## src/rtl/id_stage_if.sv

```systemverilog
`default_nettype none
// ============================================================================
// Module   : id_stage_if
// Purpose  : Fetch/write-back inputs and ID/EX outputs of the decode stage.
// Revision : 1.0  initial release
// ============================================================================
interface id_stage_if;
   logic [31:0] if_pc;
   logic [31:0] if_instr;
   logic        stall;
   logic        flush;
   logic        wb_we;
   logic [4:0]  wb_rd;
   logic [31:0] wb_data;

   logic        load_use;
   logic        ex_valid;
   logic [31:0] ex_pc;
   logic [31:0] ex_rs1_data;
   logic [31:0] ex_rs2_data;
   logic [31:0] ex_imm;
   logic [4:0]  ex_rs1;
   logic [4:0]  ex_rs2;
   logic [4:0]  ex_rd;
   logic [3:0]  ex_alu_op;
   logic        ex_alu_src;
   logic        ex_pc_src;
   logic        ex_mem_read;
   logic        ex_mem_write;
   logic        ex_reg_write;
   logic        ex_branch;
   logic        ex_jump;
   logic        ex_jalr;
   logic [2:0]  ex_funct3;
   logic        ex_illegal;

   modport master (
      output if_pc, if_instr, stall, flush, wb_we, wb_rd, wb_data,
      input  load_use, ex_valid, ex_pc, ex_rs1_data, ex_rs2_data, ex_imm,
             ex_rs1, ex_rs2, ex_rd, ex_alu_op, ex_alu_src, ex_pc_src,
             ex_mem_read, ex_mem_write, ex_reg_write, ex_branch, ex_jump,
             ex_jalr, ex_funct3, ex_illegal
   );

   modport slave (
      input  if_pc, if_instr, stall, flush, wb_we, wb_rd, wb_data,
      output load_use, ex_valid, ex_pc, ex_rs1_data, ex_rs2_data, ex_imm,
             ex_rs1, ex_rs2, ex_rd, ex_alu_op, ex_alu_src, ex_pc_src,
             ex_mem_read, ex_mem_write, ex_reg_write, ex_branch, ex_jump,
             ex_jalr, ex_funct3, ex_illegal
   );
endinterface
`default_nettype wire

```

## src/rtl/id_stage.sv

```systemverilog
`default_nettype none
// ============================================================================
// Module   : id_stage
// Purpose  : RV32I decode: regfile, immediate gen, control decode, load-use.
// Revision : 1.0  initial release
// ============================================================================
module id_stage #(
   parameter bit REG_RESET = 1'b1,
   parameter bit BYPASS_WB = 1'b1
) (
   input  wire logic  clk,
   input  wire logic  reset,
   id_stage_if.slave  bus_io
);

   localparam logic [6:0] c_OPC_LUI    = 7'b0110111;
   localparam logic [6:0] c_OPC_AUIPC  = 7'b0010111;
   localparam logic [6:0] c_OPC_JAL    = 7'b1101111;
   localparam logic [6:0] c_OPC_JALR   = 7'b1100111;
   localparam logic [6:0] c_OPC_BRANCH = 7'b1100011;
   localparam logic [6:0] c_OPC_LOAD   = 7'b0000011;
   localparam logic [6:0] c_OPC_STORE  = 7'b0100011;
   localparam logic [6:0] c_OPC_OPIMM  = 7'b0010011;
   localparam logic [6:0] c_OPC_OP     = 7'b0110011;

   localparam logic [3:0] c_ALU_ADD   = 4'd0;
   localparam logic [3:0] c_ALU_SUB   = 4'd1;
   localparam logic [3:0] c_ALU_SLL   = 4'd2;
   localparam logic [3:0] c_ALU_SLT   = 4'd3;
   localparam logic [3:0] c_ALU_SLTU  = 4'd4;
   localparam logic [3:0] c_ALU_XOR   = 4'd5;
   localparam logic [3:0] c_ALU_SRL   = 4'd6;
   localparam logic [3:0] c_ALU_SRA   = 4'd7;
   localparam logic [3:0] c_ALU_OR    = 4'd8;
   localparam logic [3:0] c_ALU_AND   = 4'd9;
   localparam logic [3:0] c_ALU_PASSB = 4'd10;

   typedef struct packed {
      logic        valid;
      logic [31:0] pc;
      logic [31:0] rs1_data;
      logic [31:0] rs2_data;
      logic [31:0] imm;
      logic [4:0]  rs1;
      logic [4:0]  rs2;
      logic [4:0]  rd;
      logic [3:0]  alu_op;
      logic        alu_src;
      logic        pc_src;
      logic        mem_read;
      logic        mem_write;
      logic        reg_write;
      logic        branch;
      logic        jump;
      logic        jalr;
      logic [2:0]  funct3;
      logic        illegal;
   } idex_t;

   logic [31:0] rf_q [32];
   idex_t       idex_q;
   idex_t       idex_d;

   idex_t       w_dec;
   logic [31:0] w_instr;
   logic [6:0]  w_opcode;
   logic [4:0]  w_rd_f;
   logic [4:0]  w_rs1_f;
   logic [4:0]  w_rs2_f;
   logic [2:0]  w_funct3;
   logic [31:0] w_imm_i;
   logic [31:0] w_imm_s;
   logic [31:0] w_imm_b;
   logic [31:0] w_imm_u;
   logic [31:0] w_imm_j;
   logic [31:0] w_imm_sh;
   logic [3:0]  w_alu_arith;
   logic        w_use_rs1;
   logic        w_use_rs2;
   logic        w_use_rd;
   logic [4:0]  w_rs1_idx;
   logic [4:0]  w_rs2_idx;
   logic [4:0]  w_rd_idx;
   logic        w_bypass_en;
   logic [31:0] w_rs1_val;
   logic [31:0] w_rs2_val;
   logic        w_wb_hit;
   logic        w_load_use;

   assign w_instr  = bus_io.if_instr;
   assign w_opcode = w_instr[6:0];
   assign w_rd_f   = w_instr[11:7];
   assign w_funct3 = w_instr[14:12];
   assign w_rs1_f  = w_instr[19:15];
   assign w_rs2_f  = w_instr[24:20];

   assign w_imm_i  = {{20{w_instr[31]}}, w_instr[31:20]};
   assign w_imm_s  = {{20{w_instr[31]}}, w_instr[31:25], w_instr[11:7]};
   assign w_imm_b  = {{19{w_instr[31]}}, w_instr[31], w_instr[7],
                      w_instr[30:25], w_instr[11:8], 1'b0};
   assign w_imm_u  = {w_instr[31:12], 12'b0};
   assign w_imm_j  = {{11{w_instr[31]}}, w_instr[31], w_instr[19:12],
                      w_instr[20], w_instr[30:21], 1'b0};
   assign w_imm_sh = {27'b0, w_instr[24:20]};

   // instr[30] only means SUB for register-register ops; for shifts it means SRA/SRAI
   always_comb begin
      w_alu_arith = c_ALU_ADD;
      case (w_funct3)
         3'b000: w_alu_arith = (w_opcode == c_OPC_OP && w_instr[30]) ? c_ALU_SUB : c_ALU_ADD;
         3'b001: w_alu_arith = c_ALU_SLL;
         3'b010: w_alu_arith = c_ALU_SLT;
         3'b011: w_alu_arith = c_ALU_SLTU;
         3'b100: w_alu_arith = c_ALU_XOR;
         3'b101: w_alu_arith = w_instr[30] ? c_ALU_SRA : c_ALU_SRL;
         3'b110: w_alu_arith = c_ALU_OR;
         3'b111: w_alu_arith = c_ALU_AND;
      endcase
   end

   // alu_src is set for every format whose ALU B operand is the immediate
   always_comb begin
      w_dec        = '0;
      w_dec.valid  = 1'b1;
      w_dec.pc     = bus_io.if_pc - 32'd4;
      w_dec.funct3 = w_funct3;
      w_use_rs1    = 1'b0;
      w_use_rs2    = 1'b0;
      w_use_rd     = 1'b0;
      case (w_opcode)
         c_OPC_LUI: begin
            w_dec.alu_op  = c_ALU_PASSB;
            w_dec.alu_src = 1'b1;
            w_dec.imm     = w_imm_u;
            w_use_rd      = 1'b1;
         end
         c_OPC_AUIPC: begin
            w_dec.alu_op  = c_ALU_ADD;
            w_dec.alu_src = 1'b1;
            w_dec.pc_src  = 1'b1;
            w_dec.imm     = w_imm_u;
            w_use_rd      = 1'b1;
         end
         c_OPC_JAL: begin
            w_dec.jump    = 1'b1;
            w_dec.pc_src  = 1'b1;
            w_dec.alu_src = 1'b1;
            w_dec.imm     = w_imm_j;
            w_use_rd      = 1'b1;
         end
         c_OPC_JALR: begin
            w_dec.jump    = 1'b1;
            w_dec.jalr    = 1'b1;
            w_dec.alu_src = 1'b1;
            w_dec.imm     = w_imm_i;
            w_use_rs1     = 1'b1;
            w_use_rd      = 1'b1;
         end
         c_OPC_BRANCH: begin
            w_dec.branch  = 1'b1;
            w_dec.alu_op  = c_ALU_SUB;
            w_dec.imm     = w_imm_b;
            w_use_rs1     = 1'b1;
            w_use_rs2     = 1'b1;
         end
         c_OPC_LOAD: begin
            w_dec.mem_read = 1'b1;
            w_dec.alu_op   = c_ALU_ADD;
            w_dec.alu_src  = 1'b1;
            w_dec.imm      = w_imm_i;
            w_use_rs1      = 1'b1;
            w_use_rd       = 1'b1;
         end
         c_OPC_STORE: begin
            w_dec.mem_write = 1'b1;
            w_dec.alu_op    = c_ALU_ADD;
            w_dec.alu_src   = 1'b1;
            w_dec.imm       = w_imm_s;
            w_use_rs1       = 1'b1;
            w_use_rs2       = 1'b1;
         end
         c_OPC_OPIMM: begin
            w_dec.alu_op  = w_alu_arith;
            w_dec.alu_src = 1'b1;
            w_dec.imm     = (w_funct3 == 3'b001 || w_funct3 == 3'b101) ? w_imm_sh : w_imm_i;
            w_use_rs1     = 1'b1;
            w_use_rd      = 1'b1;
         end
         c_OPC_OP: begin
            w_dec.alu_op  = w_alu_arith;
            w_use_rs1     = 1'b1;
            w_use_rs2     = 1'b1;
            w_use_rd      = 1'b1;
         end
         default: begin
            w_dec.illegal = 1'b1;
         end
      endcase
   end

   assign w_rs1_idx = w_use_rs1 ? w_rs1_f : 5'd0;
   assign w_rs2_idx = w_use_rs2 ? w_rs2_f : 5'd0;
   assign w_rd_idx  = w_use_rd  ? w_rd_f  : 5'd0;

   generate
      if (BYPASS_WB) begin : g_bypass
         assign w_bypass_en = 1'b1;
      end else begin : g_no_bypass
         assign w_bypass_en = 1'b0;
      end
   endgenerate

   assign w_wb_hit = w_bypass_en && bus_io.wb_we;

   always_comb begin
      w_rs1_val = '0;
      w_rs2_val = '0;
      if (w_rs1_idx != 5'd0) begin
         w_rs1_val = (w_wb_hit && bus_io.wb_rd == w_rs1_idx) ? bus_io.wb_data : rf_q[w_rs1_idx];
      end
      if (w_rs2_idx != 5'd0) begin
         w_rs2_val = (w_wb_hit && bus_io.wb_rd == w_rs2_idx) ? bus_io.wb_data : rf_q[w_rs2_idx];
      end
   end

   assign w_load_use = idex_q.valid && idex_q.mem_read && (idex_q.rd != 5'd0) &&
                       ((w_use_rs1 && (w_rs1_f == idex_q.rd)) ||
                        (w_use_rs2 && (w_rs2_f == idex_q.rd)));

   always_comb begin
      idex_d = idex_q;
      if (bus_io.flush) begin
         idex_d = '0;
      end else if (bus_io.stall) begin
         idex_d = idex_q;
      end else if (w_load_use || (w_instr == 32'd0)) begin
         idex_d = '0;
      end else begin
         idex_d           = w_dec;
         idex_d.rs1       = w_rs1_idx;
         idex_d.rs2       = w_rs2_idx;
         idex_d.rd        = w_rd_idx;
         idex_d.reg_write = w_use_rd && (w_rd_f != 5'd0);
         idex_d.rs1_data  = w_rs1_val;
         idex_d.rs2_data  = w_rs2_val;
      end
   end

   always_ff @(posedge clk or posedge reset) begin
      if (reset) begin
         idex_q <= '0;
      end else begin
         idex_q <= idex_d;
      end
   end

   // Write-back is independent of stall/flush: it belongs to an older instruction
   generate
      if (REG_RESET) begin : g_rf_reset
         always_ff @(posedge clk or posedge reset) begin
            if (reset) begin
               for (int i = 0; i < 32; i++) begin
                  rf_q[i] <= '0;
               end
            end else if (bus_io.wb_we && (bus_io.wb_rd != 5'd0)) begin
               rf_q[bus_io.wb_rd] <= bus_io.wb_data;
            end
         end
      end else begin : g_rf_noreset
         always_ff @(posedge clk) begin
            if (bus_io.wb_we && (bus_io.wb_rd != 5'd0)) begin
               rf_q[bus_io.wb_rd] <= bus_io.wb_data;
            end
         end
      end
   endgenerate

   assign bus_io.load_use     = w_load_use;
   assign bus_io.ex_valid     = idex_q.valid;
   assign bus_io.ex_pc        = idex_q.pc;
   assign bus_io.ex_rs1_data  = idex_q.rs1_data;
   assign bus_io.ex_rs2_data  = idex_q.rs2_data;
   assign bus_io.ex_imm       = idex_q.imm;
   assign bus_io.ex_rs1       = idex_q.rs1;
   assign bus_io.ex_rs2       = idex_q.rs2;
   assign bus_io.ex_rd        = idex_q.rd;
   assign bus_io.ex_alu_op    = idex_q.alu_op;
   assign bus_io.ex_alu_src   = idex_q.alu_src;
   assign bus_io.ex_pc_src    = idex_q.pc_src;
   assign bus_io.ex_mem_read  = idex_q.mem_read;
   assign bus_io.ex_mem_write = idex_q.mem_write;
   assign bus_io.ex_reg_write = idex_q.reg_write;
   assign bus_io.ex_branch    = idex_q.branch;
   assign bus_io.ex_jump      = idex_q.jump;
   assign bus_io.ex_jalr      = idex_q.jalr;
   assign bus_io.ex_funct3    = idex_q.funct3;
   assign bus_io.ex_illegal   = idex_q.illegal;

endmodule
`default_nettype wire

```

## src/flat_wrapper.sv

```systemverilog
// flat-port wrapper written by rule: the top's interface ports become plain ports
module id_stage_flat 
#(
   parameter bit REG_RESET = 1'b1,
   parameter bit BYPASS_WB = 1'b1
)
  (clk, reset, bus_io_if_pc, bus_io_if_instr, bus_io_stall, bus_io_flush, bus_io_wb_we, bus_io_wb_rd, bus_io_wb_data, bus_io_load_use, bus_io_ex_valid, bus_io_ex_pc, bus_io_ex_rs1_data, bus_io_ex_rs2_data, bus_io_ex_imm, bus_io_ex_rs1, bus_io_ex_rs2, bus_io_ex_rd, bus_io_ex_alu_op, bus_io_ex_alu_src, bus_io_ex_pc_src, bus_io_ex_mem_read, bus_io_ex_mem_write, bus_io_ex_reg_write, bus_io_ex_branch, bus_io_ex_jump, bus_io_ex_jalr, bus_io_ex_funct3, bus_io_ex_illegal);
  id_stage_if bus_io_i ();
  input  wire logic clk;
  input  wire logic reset;
  input wire logic [$bits(bus_io_i.if_pc)-1:0] bus_io_if_pc;
  input wire logic [$bits(bus_io_i.if_instr)-1:0] bus_io_if_instr;
  input wire logic [$bits(bus_io_i.stall)-1:0] bus_io_stall;
  input wire logic [$bits(bus_io_i.flush)-1:0] bus_io_flush;
  input wire logic [$bits(bus_io_i.wb_we)-1:0] bus_io_wb_we;
  input wire logic [$bits(bus_io_i.wb_rd)-1:0] bus_io_wb_rd;
  input wire logic [$bits(bus_io_i.wb_data)-1:0] bus_io_wb_data;
  output wire logic [$bits(bus_io_i.load_use)-1:0] bus_io_load_use;
  output wire logic [$bits(bus_io_i.ex_valid)-1:0] bus_io_ex_valid;
  output wire logic [$bits(bus_io_i.ex_pc)-1:0] bus_io_ex_pc;
  output wire logic [$bits(bus_io_i.ex_rs1_data)-1:0] bus_io_ex_rs1_data;
  output wire logic [$bits(bus_io_i.ex_rs2_data)-1:0] bus_io_ex_rs2_data;
  output wire logic [$bits(bus_io_i.ex_imm)-1:0] bus_io_ex_imm;
  output wire logic [$bits(bus_io_i.ex_rs1)-1:0] bus_io_ex_rs1;
  output wire logic [$bits(bus_io_i.ex_rs2)-1:0] bus_io_ex_rs2;
  output wire logic [$bits(bus_io_i.ex_rd)-1:0] bus_io_ex_rd;
  output wire logic [$bits(bus_io_i.ex_alu_op)-1:0] bus_io_ex_alu_op;
  output wire logic [$bits(bus_io_i.ex_alu_src)-1:0] bus_io_ex_alu_src;
  output wire logic [$bits(bus_io_i.ex_pc_src)-1:0] bus_io_ex_pc_src;
  output wire logic [$bits(bus_io_i.ex_mem_read)-1:0] bus_io_ex_mem_read;
  output wire logic [$bits(bus_io_i.ex_mem_write)-1:0] bus_io_ex_mem_write;
  output wire logic [$bits(bus_io_i.ex_reg_write)-1:0] bus_io_ex_reg_write;
  output wire logic [$bits(bus_io_i.ex_branch)-1:0] bus_io_ex_branch;
  output wire logic [$bits(bus_io_i.ex_jump)-1:0] bus_io_ex_jump;
  output wire logic [$bits(bus_io_i.ex_jalr)-1:0] bus_io_ex_jalr;
  output wire logic [$bits(bus_io_i.ex_funct3)-1:0] bus_io_ex_funct3;
  output wire logic [$bits(bus_io_i.ex_illegal)-1:0] bus_io_ex_illegal;
  assign bus_io_i.if_pc = bus_io_if_pc;
  assign bus_io_i.if_instr = bus_io_if_instr;
  assign bus_io_i.stall = bus_io_stall;
  assign bus_io_i.flush = bus_io_flush;
  assign bus_io_i.wb_we = bus_io_wb_we;
  assign bus_io_i.wb_rd = bus_io_wb_rd;
  assign bus_io_i.wb_data = bus_io_wb_data;
  assign bus_io_load_use = bus_io_i.load_use;
  assign bus_io_ex_valid = bus_io_i.ex_valid;
  assign bus_io_ex_pc = bus_io_i.ex_pc;
  assign bus_io_ex_rs1_data = bus_io_i.ex_rs1_data;
  assign bus_io_ex_rs2_data = bus_io_i.ex_rs2_data;
  assign bus_io_ex_imm = bus_io_i.ex_imm;
  assign bus_io_ex_rs1 = bus_io_i.ex_rs1;
  assign bus_io_ex_rs2 = bus_io_i.ex_rs2;
  assign bus_io_ex_rd = bus_io_i.ex_rd;
  assign bus_io_ex_alu_op = bus_io_i.ex_alu_op;
  assign bus_io_ex_alu_src = bus_io_i.ex_alu_src;
  assign bus_io_ex_pc_src = bus_io_i.ex_pc_src;
  assign bus_io_ex_mem_read = bus_io_i.ex_mem_read;
  assign bus_io_ex_mem_write = bus_io_i.ex_mem_write;
  assign bus_io_ex_reg_write = bus_io_i.ex_reg_write;
  assign bus_io_ex_branch = bus_io_i.ex_branch;
  assign bus_io_ex_jump = bus_io_i.ex_jump;
  assign bus_io_ex_jalr = bus_io_i.ex_jalr;
  assign bus_io_ex_funct3 = bus_io_i.ex_funct3;
  assign bus_io_ex_illegal = bus_io_i.ex_illegal;
  id_stage #(.REG_RESET(REG_RESET), .BYPASS_WB(BYPASS_WB)) u_core (.clk(clk), .reset(reset), .bus_io(bus_io_i));
endmodule
```

## config.mk

```make
export PLATFORM = sky130hd
export DESIGN_NAME = id_stage_flat
export DESIGN_NICKNAME = d
export VERILOG_FILES = /design/src/rtl/id_stage_if.sv /design/src/rtl/id_stage.sv /design/src/flat_wrapper.sv
export SDC_FILE = /design/constraint.sdc
export NUM_CORES = 2
export LEC_CHECK = 0
export BUFFER_PORTS_ARGS = -buffer_cell sky130_fd_sc_hd__buf_2
export CORE_MARGIN = 2
export CORE_UTILIZATION = 55
export CTS_CLUSTER_SIZE = 12
export DETAILED_ROUTE_END_ITERATION = 8
export PLACE_DENSITY = 0.72
export SYNTH_ARGS = -nofsm -noshare
export SYNTH_HDL_FRONTEND = slang
export SYNTH_SLANG_ARGS = --single-unit
```

## constraint.sdc

```tcl
create_clock -name clk -period 66.6 [get_ports clk]
set_input_delay 3.33 -clock clk [delete_from_list [all_inputs] [get_ports clk]]
set_output_delay 3.33 -clock clk [all_outputs]
set_load 0.005 [all_outputs]
```

# After elaboration in Yosys (flattened, before gate mapping)
# Index checks and enable logic that the tools add are counted.
# W data, S select, Z words.
# word_totals
reg_bits,1184
latchBits,0
mem_bits_rw,0
rom_bits,0
inputBits,106
output_inout_bits,161
elab_cells,147
mem_count,0
# op_classes
addsub,1
n_mul,0
n_div,0
order_cmp,4
n_eq_ne,21
n_shift,0
n_mux,36
bitwise_logic,3
reduce_logical,31
# ops
op,n
$bwmux W1024,1
$mux W160,3
$bmux W32 S5,2
$mux W32,10
$pmux W32 S6,1
$demux W32 S5,1
$logic_not A32 Y1,1
$pmux W4 S8,1
$sub A32 B3 Y32 const B,1
$reduce_bool A5 Y1,5
$eq A7 B6 Y1 const B,3
$eq A7 B7 Y1 const B,3
$eq A5 B5 Y1,4
$ge A6 B6 Y1 const B,3
$not A5 Y6,3
$mux W5,3
$eq A7 B5 Y1 const B,2
$reduce_or A7 Y1,2
$mux W1,13
$eq A3 B3 Y1 const B,4
$pmux W4 S3,1
$logic_and A1 B1 Y1,11
$reduce_or A2 Y1,5
$reduce_or A9 Y1,1
other kinds (9),12

# Depth between registers and ports, before layout
# logic_depth
word_depth,13
depth_mapped,13
depth_no_buf,9

# Worst setup path after synthesis
# OpenSTA, ideal clock, no wires.
# synth_timing
path_type,input -> output
from,in bus_io_if_instr[4]
to,out bus_io_load_use
arrival_time_ps,4776
required_time_ps,63270
slack_ps,58494
path_stages,8
path_buffers,4
cell_sequence,buf_2 > nand2b_1 > buf_4 > a211oi_4 > buf_2 > buf_2 > a21oi_1 > nor2_1
# synth_via
elab_chain_cells,6
elab_cells_between_ends,14
cone_classes,eq/ne: 6; mux: 2; reduce/logical: 6
# synth_rtl
item,line_no,rtl
"start, declared",flat_wrapper.sv:12,input wire logic [$bits(bus_io_i.if_instr)-1:0] bus_io_if_instr;
"$eq A7 B7 Y1, or another cell as far along",id_stage.sv:130,case (w_opcode)
$reduce_or A6 Y1 (no source line) / $reduce_or A3 Y1 (equally long branches),--,
$mux W1,id_stage.sv:130,
"$logic_and A1 B1 Y1, on equally long branches","id_stage.sv:227, id_stage.sv:228",
$logic_or A1 B1 Y1 *,id_stage.sv:227,((w_use_rs1 && (w_rs1_f == idex_q.rd)) ||
$logic_and A1 B1 Y1 *,id_stage.sv:226,assign w_load_use = idex_q.valid && idex_q.mem_read && (idex_q.rd != 5'd0) &&
"end, declared",flat_wrapper.sv:18,output wire logic [$bits(bus_io_i.load_use)-1:0] bus_io_load_use;
# Every way passes the cells marked *; elsewhere a longest branch is shown, timed or not.

# Worst setup path after layout
# layout_timing
from,in bus_io_if_instr[6]
to,out bus_io_load_use
# The elaborated chain is that of the path after synthesis.

==> results.py <==
metrics = {
    "run_status": {
        "status": "finished with violations",
        "violations": "DRC",
    },
    "worst_setup_path": {
        "r2r_end": "u_core.bus_io.ex_rs1_data[21]$_DFFE_PP0P_",
        "cp_top_family": "compound AO/OA/AOI/OAI gates",
        "crit_path_start": "bus_io_if_instr[6]",
        "regToRegSetupSlack_ns": 62.63,
        "crit_type": "in2out",
        "r2r-start": "u_core.bus_io.ex_rd[0]$_DFFE_PP0P_",
        "crit_slowest_cell": "a21boi_0",
        "max_stage_delay_ns": 0.90,
        "endpoint_kind": "primary output",
        "arrival_ns": 5.30,
        "crit_top_cell": "buf_2",
        "cp_data_required_time_ns": 63.27,
        "crit_buf_inv": 2,
        "crit_path_start_kind": "primary input",
        "crit_chain": "buf_2, a21boi_0, nand2_1, nor3_1, a21oi_1, nor2_1, buf_2",
        "reg2regPathDepth": 9,
        "cp_max_fo": 24,
    },
    "power": {
        "p_leak_nw": 30.7,
        "power_density_nw_per_um2": 28.2,
        "peakVddDrop_uv": 23.8,
    },
    "floorplanning": {
        "dieArea_sq_um": 118000,
        "initial_utilization_pct": 55.4,
        "core_area_sq_um": 114000,
        "placementRows": 124,
        "io_pins": 267,
        "fp.dieW_um": 343,
        "fp.dieH_um": 343,
    },
    "layout": {
        "drive_above_1_share_pct": 27.8,
        "final_common_cell": "dfrtp_1",
        "final_cell_mix": "1184 x dfrtp_1, 994 x nand2_1, 980 x mux2_2",
        "area_growth_pct": 10.6,
        "final_nets": 6197,
        "postLayoutCoreUtil_pct": 61.3,
    },
    "detailed_routing": {
        "drc": 6,
        "first_pass_iters": 9,
        "routedWlPerCell_um": 34.1,
        "routed_wl_mm": 264,
        "viasPerCell": 7.38,
        "ant_nets": 0,
        "first_iter_violations": 10200,
        "num_vias": 57000,
    },
    "placement": {
        "io_buffer_count": 266,
        "dp_hpwl_mm": 150,
        "place_ws_ns": 58.03,
        "gp_congestion": 0.959,
    },
    "yosys": {
        "avgSynthCellArea_sq_um": 10.3,
        "synth_top_area_share_pct": 46.8,
        "async_flop_share_pct": 100,
        "synth-edff-count": 0,
        "yosys_register_bits": 1184,
        "synthCells": 6164,
        "seq_area_frac_synth_pct": 46.8,
        "syn_area_sq_um": 63300,
        "synth.area.top_cells": "dfrtp_1 47%, mux2_2 17%, nand2_1 6.0%",
        "synth_top_area_cell": "dfrtp_1",
        "yosysWarnings": 0,
        "synthFlopType": "dfrtp_1",
        "ys_types": 85,
        "syn-num-nets": 6271,
    },
    "cts": {
        "clk_latency_ns": 0.80,
        "post_cts_buffers": 0,
        "tritoncts": "built",
        "root_buffer": "clkbuf_16",
        "hold_buffers": 0,
        "path_clk_slew_ns": 0.05,
        "cts_buffers": 131,
        "cts.htree.levels": 4,
        "cts.path.max_buffers": 3,
        "clock_sinks": 1184,
        "ctsResizeCount": 0,
    },
    "sta": {
        "skew_ns": 0.0360,
        "slew_viol_final": 0,
        "fin_tns_setup_ns": 0,
        "fmax_mhz": 116,
        "setup_viol": 0,
        "tightestPinTransition_ns": 1.43,
        "rsz0062_at_grt": "false",
        "period_share_pct": 13.0,
        "fin_hold_ws_ns": 0.400,
        "hold_violations": 0,
        "fin_ws_ns": 57.97,
        "slew_headroom_pct": 4.55,
        "fin_crit_ns": 8.63,
    },
    "worst_hold_path": {
        "worstHoldPathCells": 0,
        "whs_endpoint": "u_core.rf_q[1011]$_DFFE_PP0P_",
        "min-delay-start": "u_core.rf_q[1011]$_DFFE_PP0P_",
        "hp-class": "reg2reg",
    },
    "global_route": {
        "grt-ovfl-total": 0,
        "grt_pass1_wl_mm": 375,
        "antenna_found_initial": 38,
        "track_usage_pct": 43.9,
        "grt_max_degree": 164,
        "grt_pass1_vias": 53800,
    },
    "job": {
        "maxCapViolations": 0,
    },
}
-- stage by stage --
stage,instances,power (mW),instance area (sq um)
floorplan,6164,1.14,63300
global placement,7469,1.22,65600
detailed placement,7469,1.23,65600
CTS,7696,1.96,69900
global route,7709,2.03,70000
finish,7723,1.97,70000
-- metal layers --
metal  routed length, um  GRT usage, %  vias to the layer above
met4               22100          31.5                       36
met3               44000          19.4                     1478
li1                    -             -                    22300
met5                 469          1.76                        -
met1               91300          54.9                    27800
met2              106000          60.1                     5439
-- sequential cells by signal, summed over array words and instances (netlist names), 3 cells and up --
register and count:
u_core.bus_io.ex_alu_op 4, u_core.bus_io.ex_funct3 3, u_core.bus_io.ex_imm 32, u_core.bus_io.ex_pc 32
u_core.bus_io.ex_rd 5, u_core.bus_io.ex_rs1 5, u_core.bus_io.ex_rs1_data 32, u_core.bus_io.ex_rs2 5
u_core.bus_io.ex_rs2_data 32, u_core.rf_q 1024
-- cell families (layout without fill, tap and decap cells) --
| kind of cell | after synthesis | in the layout | synth area share (%) |
|---|---|---|---|
| simple gates | 1707 | 1707 | 11.7 |
| compound gates | 1296 | 1296 | 13.6 |
| mux | 1293 | 1293 | 23.1 |
| flops | 1184 | 1184 | 46.8 |
| buf+inv | 640 | 660 | 4.13 |
| xor+xnor | 43 | 43 | 0.595 |
| fa+ha+maj | 1 | 1 | 0.0198 |
| other cells | 0 | 27 | 0 |
-- worst reg2reg max path, delay by kind of cell, from the launching register on --
family	cells	cell delay [ns]
simple gates	4	2.18
compound gates	4	0.98
flops	1	0.45
buf+inv	1	0.23
-- synth_stat cells (34+ instances only) --
library cell and n:
buf_2 87, a22oi_1 86, o21ai_0 300, nor3_1 62, clkbuf_1 468, o22ai_1 85
and3_1 34, dfrtp_1 1184, nand2_1 1013, mux4_2 38, a21oi_1 251, mux2i_1 275
mux2_2 980, nand3_1 310, a221oi_1 104, nor2_1 163, o221ai_1 38, buf_1 40
a31oi_1 108
-- area by class of cell --
cell class                 count  area [sq um]
antenna                       27          67.6
clock buffer                 199          3970
clock inverter                28           315
tap                         1512          1890
inverter                      24          97.6
sequential                  1184         29600
multi-input combinational   4340         31500
timing repair buffer         409          2490
fill                        9329         44200
-- power breakdown --
| group | switching (mW) | internal, mW | total, mW |
|---|---|---|---|
| clock network | 0.309 | 0.427 | 0.735 |
| registers | 0.0970 | 0.839 | 0.936 |
| logic | 0.152 | 0.149 | 0.300 |
-- worst max-delay path by stage --
stage / slack, ns / depth (start not counted) / end
2_1_floorplan: 29.92 / 1 / u_core.bus_io.ex_alu_op[0]$_DFFE_PP0P_
3_3_place_gp: 57.94 / 7 / bus_io_load_use
3_5_place_dp: 58.03 / 7 / bus_io_load_use
4_1_cts: 58.01 / 7 / bus_io_load_use
5_1_grt: 57.84 / 7 / bus_io_load_use
6_report: 57.97 / 7 / bus_io_load_use
Power figures use the tool's default switching activity.
